[config.mk]
export PLATFORM = sky130hd
export DESIGN_NAME = learn_guide_flat
export DESIGN_NICKNAME = d
export VERILOG_FILES = /design/src/rtl/learn_guide_pkg.sv /design/src/rtl/learn_guide_if.sv /design/src/rtl/learn_guide_note_to_led.sv /design/src/rtl/learn_guide.sv /design/src/flat_wrapper.sv
export SDC_FILE = /design/constraint.sdc
export NUM_CORES = 1
export LEC_CHECK = 0
export CAP_MARGIN = 40
export CORE_MARGIN = 3
export CORE_UTILIZATION = 50
export CTS_BUF_LIST = sky130_fd_sc_hd__clkbuf_8
export DETAILED_ROUTE_END_ITERATION = 12
export PLACE_DENSITY = 0.72
export SKIP_LAST_GASP = 1
export SYNTH_ARGS = -nofsm -noshare
export SYNTH_HDL_FRONTEND = slang
export SYNTH_SLANG_ARGS = --single-unit
[constraint.sdc]
create_clock -name clk -period 3.39 [get_ports clk]
set_clock_uncertainty 0.05 [all_clocks]
set_input_delay 1.017 -clock clk [delete_from_list [all_inputs] [get_ports clk]]
set_output_delay 1.017 -clock clk [all_outputs]
set_load 0.1 [all_outputs]
[src/rtl/learn_guide_pkg.sv]
// Shared types and constants for the learn-mode lesson sequencer.
// Note encoding: 0 = no key, 1..7 = key, anything above 7 reads as no key.
package learn_pkg;

    typedef enum logic [2:0] {
        IDLE,
        FETCH,
        LOAD,
        SHOW,
        RELEASE
    } state_t;

    localparam logic [3:0] NOTE_NONE = 4'd0;
    localparam logic [3:0] NOTE_MAX  = 4'd7;
    localparam int         KEY_W     = 7;

    function automatic logic [3:0] clean_note(input logic [3:0] n);
        return (n > NOTE_MAX) ? NOTE_NONE : n;
    endfunction

    function automatic logic [7:0] sat_inc(input logic [7:0] v);
        return (v == 8'hFF) ? v : v + 8'd1;
    endfunction

endpackage

[src/rtl/learn_guide_if.sv]
// Bundle of song ROM, key decoder and LED-bank signals around learn_guide.
// The slave modport is the sequencer side; master is its environment.
interface learn_guide_if #(
    parameter int ADDR_W = 6
) ();
    import learn_pkg::*;

    logic              start;
    logic [3:0]        note_in;
    logic [ADDR_W-1:0] rom_addr;
    logic [3:0]        rom_note;
    logic [KEY_W-1:0]  led_out;
    logic              busy;
    logic              done;
    logic              wrong;
    logic [7:0]        score;
    logic [7:0]        miss_cnt;

    modport master (
        output start, note_in, rom_note,
        input  rom_addr, led_out, busy, done, wrong, score, miss_cnt
    );

    modport slave (
        input  start, note_in, rom_note,
        output rom_addr, led_out, busy, done, wrong, score, miss_cnt
    );

endinterface

[src/rtl/learn_guide_note_to_led.sv]
// Note number to one-hot key LED (bit 6 = note 1 ... bit 0 = note 7).
// Out-of-range notes give an all-dark bank; the key decoder is the inverse.
module note_to_led
    import learn_pkg::*;
(
    input  logic [3:0]       note_i,
    output logic [KEY_W-1:0] led_o
);

    always_comb begin
        led_o = '0;
        case (note_i)
            4'd1:    led_o = 7'b1000000;
            4'd2:    led_o = 7'b0100000;
            4'd3:    led_o = 7'b0010000;
            4'd4:    led_o = 7'b0001000;
            4'd5:    led_o = 7'b0000100;
            4'd6:    led_o = 7'b0000010;
            4'd7:    led_o = 7'b0000001;
            default: led_o = '0;
        endcase
    end

endmodule

[src/rtl/learn_guide.sv]
// Learn-mode lesson sequencer: walks the song ROM, lights the next key,
// scores hits and counts wrong presses and per-note timeouts.
module learn_guide
    import learn_pkg::*;
#(
    parameter int ADDR_W         = 6,
    parameter int TIMEOUT_CYCLES = 100_000_000
) (
    input logic          clk,
    input logic          rst,
    learn_guide_if.slave bus
);

    localparam int               TMR_W    = $clog2(TIMEOUT_CYCLES);
    localparam logic [TMR_W-1:0] TMR_LAST = TMR_W'(TIMEOUT_CYCLES - 1);

    state_t            state_q, state_d;
    logic [ADDR_W-1:0] addr_q, addr_d;
    logic [3:0]        expect_q, expect_d;
    logic [3:0]        prev_q;
    logic [3:0]        note_now;
    logic [TMR_W-1:0]  tmr_q, tmr_d;
    logic [KEY_W-1:0]  led_q, led_d, led_load;
    logic              busy_q;
    logic              done_q, done_d;
    logic              wrong_q, wrong_d;
    logic [7:0]        score_q, score_d;
    logic [7:0]        miss_q, miss_d;
    logic              rom_valid;

    note_to_led u_note_to_led (
        .note_i (bus.rom_note),
        .led_o  (led_load)
    );

    always_comb begin
        note_now  = clean_note(bus.note_in);
        rom_valid = (bus.rom_note != NOTE_NONE) && (bus.rom_note <= NOTE_MAX);

        state_d  = state_q;
        addr_d   = addr_q;
        expect_d = expect_q;
        tmr_d    = tmr_q;
        led_d    = led_q;
        done_d   = 1'b0;
        wrong_d  = 1'b0;
        score_d  = score_q;
        miss_d   = miss_q;

        case (state_q)
            IDLE: begin
                led_d = '0;
                if (bus.start) begin
                    score_d = '0;
                    miss_d  = '0;
                    addr_d  = '0;
                    tmr_d   = '0;
                    state_d = FETCH;
                end
            end

            FETCH: state_d = LOAD;

            LOAD: begin
                if (rom_valid) begin
                    expect_d = bus.rom_note;
                    led_d    = led_load;
                    tmr_d    = '0;
                    state_d  = SHOW;
                end else begin
                    done_d  = 1'b1;
                    state_d = IDLE;
                end
            end

            SHOW: begin
                tmr_d = tmr_q + 1'b1;
                // Hit outranks timeout, which outranks a wrong press.
                if (note_now == expect_q) begin
                    score_d = sat_inc(score_q);
                    led_d   = '0;
                    state_d = RELEASE;
                end else if (tmr_q == TMR_LAST) begin
                    miss_d  = sat_inc(miss_q);
                    led_d   = '0;
                    state_d = RELEASE;
                end else if (note_now != NOTE_NONE && prev_q == NOTE_NONE) begin
                    wrong_d = 1'b1;
                    miss_d  = sat_inc(miss_q);
                end
            end

            RELEASE: begin
                // Waiting for all keys up keeps a held key from hitting a repeated note.
                if (note_now == NOTE_NONE) begin
                    if (&addr_q) begin
                        done_d  = 1'b1;
                        state_d = IDLE;
                    end else begin
                        addr_d  = addr_q + 1'b1;
                        state_d = FETCH;
                    end
                end
            end

            default: state_d = IDLE;
        endcase
    end

    always_ff @(posedge clk) begin
        if (rst) begin
            state_q  <= IDLE;
            addr_q   <= '0;
            expect_q <= '0;
            prev_q   <= '0;
            tmr_q    <= '0;
            led_q    <= '0;
            busy_q   <= 1'b0;
            done_q   <= 1'b0;
            wrong_q  <= 1'b0;
            score_q  <= '0;
            miss_q   <= '0;
        end else begin
            state_q  <= state_d;
            addr_q   <= addr_d;
            expect_q <= expect_d;
            prev_q   <= note_now;
            tmr_q    <= tmr_d;
            led_q    <= led_d;
            busy_q   <= (state_d != IDLE);
            done_q   <= done_d;
            wrong_q  <= wrong_d;
            score_q  <= score_d;
            miss_q   <= miss_d;
        end
    end

    assign bus.rom_addr = addr_q;
    assign bus.led_out  = led_q;
    assign bus.busy     = busy_q;
    assign bus.done     = done_q;
    assign bus.wrong    = wrong_q;
    assign bus.score    = score_q;
    assign bus.miss_cnt = miss_q;

endmodule

[src/flat_wrapper.sv]
// flat-port wrapper written by rule: the top's interface ports become plain ports
module learn_guide_flat import learn_pkg::*;
#(
    parameter int ADDR_W         = 6,
    parameter int TIMEOUT_CYCLES = 100_000_000
)
  (clk, rst, bus_start, bus_note_in, bus_rom_note, bus_rom_addr, bus_led_out, bus_busy, bus_done, bus_wrong, bus_score, bus_miss_cnt);
  learn_guide_if #(.ADDR_W(ADDR_W)) bus_i ();
  input logic clk;
  input logic rst;
  input wire logic [$bits(bus_i.start)-1:0] bus_start;
  input wire logic [$bits(bus_i.note_in)-1:0] bus_note_in;
  input wire logic [$bits(bus_i.rom_note)-1:0] bus_rom_note;
  output wire logic [$bits(bus_i.rom_addr)-1:0] bus_rom_addr;
  output wire logic [$bits(bus_i.led_out)-1:0] bus_led_out;
  output wire logic [$bits(bus_i.busy)-1:0] bus_busy;
  output wire logic [$bits(bus_i.done)-1:0] bus_done;
  output wire logic [$bits(bus_i.wrong)-1:0] bus_wrong;
  output wire logic [$bits(bus_i.score)-1:0] bus_score;
  output wire logic [$bits(bus_i.miss_cnt)-1:0] bus_miss_cnt;
  assign bus_i.start = bus_start;
  assign bus_i.note_in = bus_note_in;
  assign bus_i.rom_note = bus_rom_note;
  assign bus_rom_addr = bus_i.rom_addr;
  assign bus_led_out = bus_i.led_out;
  assign bus_busy = bus_i.busy;
  assign bus_done = bus_i.done;
  assign bus_wrong = bus_i.wrong;
  assign bus_score = bus_i.score;
  assign bus_miss_cnt = bus_i.miss_cnt;
  learn_guide #(.ADDR_W(ADDR_W), .TIMEOUT_CYCLES(TIMEOUT_CYCLES)) u_core (.clk(clk), .rst(rst), .bus(bus_i));
endmodule
---- Word level (Yosys, flattened, before mapping) ----
Index checks and enable logic that the tools add are counted.
operators by class
  add/sub/neg operators ................... 4
  $lt $le $gt $ge ......................... 2
  equal/unequal tests ..................... 24
  multiplexer cells ....................... 34
  bitwise operators ....................... 1
  reduce and logical (&&, ||, !) cells .... 19
operator list
  cell                                                                   number
  27-bit one-hot mux with 3 select lines                                 1
  8-bit 2-to-1 mux                                                       7
  27-bit 2-to-1 mux                                                      2
  7-bit one-hot mux with 7 select lines                                  1
  8-bit one-hot mux with 2 select lines                                  2
  27-bit by 1-bit adder with 27-bit output, second input constant        1
  27-bit equality test, second input constant                            1
  7-bit 2-to-1 mux                                                       3
  7-bit one-hot mux with 3 select lines                                  1
  6-bit 2-to-1 mux                                                       3
  8-bit by 1-bit adder with 8-bit output, second input constant          2
  4-bit by 3-bit equality test with 1-bit output, second input constant  4
  8-bit equality test, second input constant                             2
  3-bit one-hot mux with 5 select lines                                  1
  3-bit 2-to-1 mux                                                       4
  6-bit one-hot mux with 2 select lines                                  1
  4-bit AND reduction                                                    3
  4-bit by 2-bit equality test with 1-bit output, second input constant  2
  4-bit logical NOT                                                      2
  2-bit != test, second input constant                                   4
  4-bit nonzero test                                                     2
  6-bit by 1-bit adder with 6-bit output, second input constant          1
  3-bit by 2-bit equality test with 1-bit output, second input constant  2
  2-bit by 1-bit != test with 1-bit output, second input constant        3
  20 further kinds                                                       29
storage, ports and cells
  register bits ........................... 70
  input bits .............................. 11
  output and inout port bits .............. 32

---- Longest topological paths before layout ----
  word-level depth ........................ 8
  gate-level depth with buffers ........... 8

---- Cells and area by module ----
Synthesis repeated with hierarchy kept, for this count alone.
unflattened totals
  cells, all modules ...................... 383
  area total of the unflattened synthesis .. 3,413.3 um^2
by module, submodules not included
  module       instances  cells each  area an instance (um^2)
  learn_guide  1          376         3,338.2
  note_to_led  1          7           75.1

---- Least setup slack after synthesis ----
No wires, ideal clock.
  path kind ............................... input to register
  from .................................... input bus_note_in[3]
  to ...................................... register u_core.miss_q[1], in the netlist u_core.bus.miss_cnt[1]
  library setup time ...................... 0.127 ns
  arrival time ............................ 2.667 ns
  required time ........................... 3.213 ns
  setup slack ............................. 0.546 ns
  stages on the path ...................... 6
  buffers on the path ..................... 1
  path through ............................ clkbuf_1 > and3b_1 > o22ai_1 > a2111oi_1 > nor3_1 > mux2i_1
between the ends
  longest elaborated chain between the ends .. 6
  elaborated cells between the ends (all ways) .. 8
  classes of those cells .................. order compare (1); eq/ne (3); mux (1); reduce/logical (3)
RTL lines
  element                                                   line                   text
  start, declared                                           flat_wrapper.sv:12     input wire logic [$bits(bus_i.note_in)-1:0] bus_note_in;
  4-bit by 3-bit greater-than comparator with 1-bit output  learn_guide_pkg.sv:18  return (n > NOTE_MAX) ? NOTE_NONE : n;
  4-bit 2-to-1 mux (*)                                      learn_guide_pkg.sv:18
  4-bit nonzero test                                        learn_guide.sv:87      end else if (note_now != NOTE_NONE && prev_q == NOTE_NONE) begin
  1-bit logical AND                                         learn_guide.sv:87
  3-bit by 1-bit != test with 1-bit output (no line)        n/a
  4-bit AND reduction (no line) (*)                         n/a
  end signal, assigned                                      learn_guide.sv:134     miss_q <= miss_d;
  end, declared                                             learn_guide.sv:28      logic [7:0] miss_q, miss_d;
Mark *: on every way between the ends. The rest lies on a longest branch, timed or not.
A chain may end at the register's enable or synchronous reset.

---- Worst setup path after layout ----
  from .................................... input bus_note_in[3]
  to ...................................... register u_core.score_q[4], in the netlist u_core.bus.score[4]
between the ends
  longest elaborated chain between the ends .. 5
RTL lines
  element                                                   line                   text
  4-bit by 3-bit greater-than comparator with 1-bit output  learn_guide_pkg.sv:18
  4-bit 2-to-1 mux (*)                                      learn_guide_pkg.sv:18
  4-bit equality test (*)                                   learn_guide.sv:79      if (note_now == expect_q) begin
  2-bit by 1-bit != test with 1-bit output (no line) (*)    n/a
  4-bit AND reduction (no line) (*)                         n/a
  end signal, assigned                                      learn_guide.sv:133     score_q <= score_d;
  end, declared                                             learn_guide.sv:27      logic [7:0] score_q, score_d;
Marked as above.

==> results <==
- Routability-driven placement finished with a final weighted congestion of between 0.8 and 0.9.
- The startpoint identified for the worst hold timing path is u_core.bus.led_out[1].
- Post-CTS repair changed the size of 0 cells.
- After layout, the minimum clock period comes to between 2 and 3 ns.
- The CTS root buffer is sky130_fd_sc_hd__clkbuf_8.
- The clock edge transition at the registers on the reported setup and hold paths is around 0.080 ns.
- The die is a little under 90 microns tall.
- The commonest register cell after synthesis is sky130_fd_sc_hd__dfxtp_1.
- Entering global routing, the biggest net connects 31 pins.
- The core footprint is 6530 sq um.
- Summing all flip-flop and latch instances after layout gives approximately 1400 sq um.
- The number of nets in the synthesized netlist is roughly 430.
- The clock tree from TritonCTS is built.
- The path class of the tightest hold or removal check is flip-flop to flip-flop.
- The layout overhead on the synthesized area is 20.5%.
- For this block, the initial DRC count from the detailed router was roughly 190.
- The number of DRC violations after detailed routing is 0.
- The final instance count without filler cells is 547.
- The number of enable flip-flop cells after synthesis is 0.
- The most frequent standard cell in the layout excluding fill and tap cells is sky130_fd_sc_hd__dfxtp_1.
- The number of vias per cell is slightly below 6.
- The total leakage power is around 1.4 nW.
- The share of post-route cells with drive strength above 1 is between 10% and 20%.
- The area of the mapped netlist is between 3000 and 4000 sq um.
- After legalization and detailed placement, the total HPWL measured 5.57 mm.
- Dividing the final minimum period by the clock period gives 86.1%.
- The setup TNS after final layout is 0 ns.
- The die is 89.2 microns wide.
- No sink is reached through more buffers than the 2 on the longest clock path.
- The type of the worst setup path is primary input to flip-flop.
- The power density relative to cell area is about 420 nW/um^2.
- The number of antenna violations at the first check in global routing is 0.
- The number of antenna diodes in the final layout is 0.
- The first-pass GRT wire length is around 13 mm.
- The kind of capture point of the worst setup path is a flip-flop.
- For the worst-skew pair, the clock arrives at the later sink with an insertion delay of 0.34 ns.
- At the placement stage, the worst setup path has a slack of approximately 0.14 ns.
- Sequential elements use approximately 41% of the synthesized area.
- The post-synthesis average cell area is 8.35 sq um.
- In this run the worst path has a maximum fanout of 16.
- The floorplan step defined a die boundary enclosing 7950 sq um.
- The total of warnings raised by yosys is 0.
- Setup slack on the critical path of the routed design comes to about 0.47 ns.
- The H-tree was split into 3 levels.
- The overall power consumption is 0.00174 W.
- The maximum resistive drop on vdd is between 0.0002 and 0.0003 V.
- After global routing the overflow that remains totals 0.
- The number of setup buffers added after CTS is 0.
- Buffers inserted during clock tree synthesis total 9.
- The headroom to the max-slew limit is between 60 and 70%.
- The share of async-settable or async-resettable flops after synthesis is 0%.
- The number of placed instances, taps included, is between 500 and 600.
- The number of synthesized register bits is 70.
- The run finished with clean final reports.
- The number of buffers inserted by hold repair at cts is 0.
- The cell count after synthesis is ~410.
- The transition time of the tightest slew-check pin is just under 0.6 ns.
- The number of fill cells in the layout is 571.
- The routed length per instance is between 10 and 15 microns.
- The max-slew violation total from the final report is 0.
- The remaining antenna violation count after routing is 0.
- The starting density of the core is between 50 and 60%.
- The number of primary I/O pins is 43.
- The quantity of I/O buffers inserted on ports is 42.
- The final number of hold-violating endpoints is 0.
- The final route contains around 3200 vias.
- Setup repair after global routing left no endpoint under its margin.
- STA classifies the critical path startpoint as a primary input.
- The critical path arrival is between 3 and 4 ns.
- Max-cap violations in this run came to 0.
- The startpoint of the worst setup timing path is bus_note_in[3].
- Summed over all layers, the routed wires come to approximately 7.8 mm.
- Hold is met by approximately 0.42 ns.
- The via count of the first global-routing pass is between 2000 and 3000.
- The synthesized netlist contains between 50 and 60 unique library cells.
- The footprint of the multi-input gates is 1950 sq um.
- The net count of the finished layout is 480.
- The startpoint of the worst register-to-register path is u_core.tmr_q[8].
- In the layout the commonest cells are sky130_fd_sc_hd__dfxtp_1 (70), sky130_fd_sc_hd__buf_4 (47), sky130_fd_sc_hd__nand2_1 (38).
- The number of failing setup endpoints in the final timing report is 0.
- The number of sinks driven by the clock tree is 70.
- The required arrival time at the worst endpoint is 3.61 ns.
- The first-pass iteration count of the detailed router is 4.
- The global-route usage over all layers is ~20%.
- The highest achievable clock rate is about 0.34 GHz.
- The number of standard-cell rows in the floorplan is 29.
- The flop-to-flop setup slack is roughly 0.89 ns.
==> state kept, by name, indices dropped and copies added (netlist names) <==
register / flops
u_core.bus.led_out: 7
u_core.bus.done: 1
u_core.bus.score: 8
u_core.tmr_q: 27
u_core.expect_q: 4
u_core.bus.miss_cnt: 8
u_core.bus.rom_addr: 6
u_core.state_q: 3
u_core.bus.wrong: 1
u_core.prev_q: 4
u_core.bus.busy: 1
==> per-layer routing <==
| layer | vias up | global-route usage (%) | wire length (microns) |
|---|---|---|---|
| met1 | 1473 | 27.1 | 3750 |
| met5 | - | 0 | 0 |
| li1 | 1643 | - | - |
| met4 | 0 | 7.44 | 99 |
| met3 | 9 | 3.32 | 250 |
| met2 | 51 | 32.9 | 3700 |
==> cell families (layout without fill, tap and decap cells) <==
logic type      count (synthesis)  in the layout  share of synthesized area, %
flops                          70             70                          40.5
buf+inv                        28             84                          3.04
xor+xnor                       23             23                          5.83
compound gates                 80             80                          15.0
fa+ha+maj                       4              4                          1.45
other cells                     1              1                         0.108
mux                             7              7                          2.06
simple gates                  201            201                          32.0
==> final cells by class <==
type | count | share of cell area (%)
tap | 77 | 2.31
timing repair buffer | 57 | 10.9
inverter | 11 | 0.991
clock inverter | 6 | 2.04
sequential | 70 | 33.6
clock buffer | 10 | 3.30
multi-input combinational | 316 | 46.8
==> worst max-delay path: stages <==
cell and delay [ns]:
sky130_fd_sc_hd__clkdlybuf4s50_1 0.46, sky130_fd_sc_hd__and3b_1 0.23, sky130_fd_sc_hd__o22ai_1 0.08, sky130_fd_sc_hd__a2111o_1 0.64, sky130_fd_sc_hd__or4_1 0.57, sky130_fd_sc_hd__a21oi_1 0.15
==> power by group <==
part	total (W)	switching, W	leakage (nW)	internal (W)
Sequential	0.000841	0.0000108	0.565	0.000830
Combinational	0.000151	0.0000992	0.761	0.0000521
Clock	0.000745	0.000314	0.108	0.000431
==> final timing paths <==
| path | endpoint | cells past startpoint |
|---|---|---|
| setup reg to reg | u_core.bus.led_out[5] | 5 |
| hold reg to reg | u_core.bus.led_out[1] | 2 |
| hold / removal | u_core.bus.led_out[1] | 2 |
| setup / recovery | u_core.bus.score[4] | 6 |
==> Yosys cell counts (all sizes together) (2+ instances only) <==
cell / n / area share, %
o21ai: 12 / 1.7
or3: 12 / 2.3
xor2: 5 / 1.3
ha: 4 / 1.4
nand4: 13 / 2.4
nor3b: 4 / 0.87
inv: 11 / 1.2
and3: 5 / 0.90
or3b: 2 / 0.51
and3b: 2 / 0.51
or2: 2 / 0.36
nand3: 22 / 3.2
a31o: 5 / 1.3
nand2: 38 / 4.1
a21oi: 29 / 4.3
mux2i: 6 / 1.7
a2111oi: 3 / 0.80
nor2b: 2 / 0.36
or4: 10 / 2.3
nor4b: 2 / 0.51
o21a: 3 / 0.65
nand3b: 3 / 0.65
o211ai: 2 / 0.43
and4: 4 / 1.0
nor2: 35 / 3.8
a21o: 3 / 0.65
o31ai: 5 / 1.1
nand2b: 9 / 1.6
nand4b: 5 / 1.3
a31oi: 3 / 0.54
nor3: 16 / 2.3
dfxtp: 70 / 41
o22ai: 5 / 0.90
nor4: 13 / 2.5
clkbuf: 17 / 1.8
xnor2: 18 / 4.6
o2111ai: 2 / 0.51
==> stage by stage <==
| stage | instance area [sq um] | util [%] |
|---|---|---|
| 2_1_floorplan | 3460 | - |
| 3_3_place_gp | 3940 | 60.4 |
| 3_5_place_dp | 3940 | 60.4 |
| 4_1_cts | 4170 | 63.8 |
| 5_1_grt | 4170 | 63.8 |
| 6_report | 4170 | 63.8 |
Power figures use the tool's default switching activity.
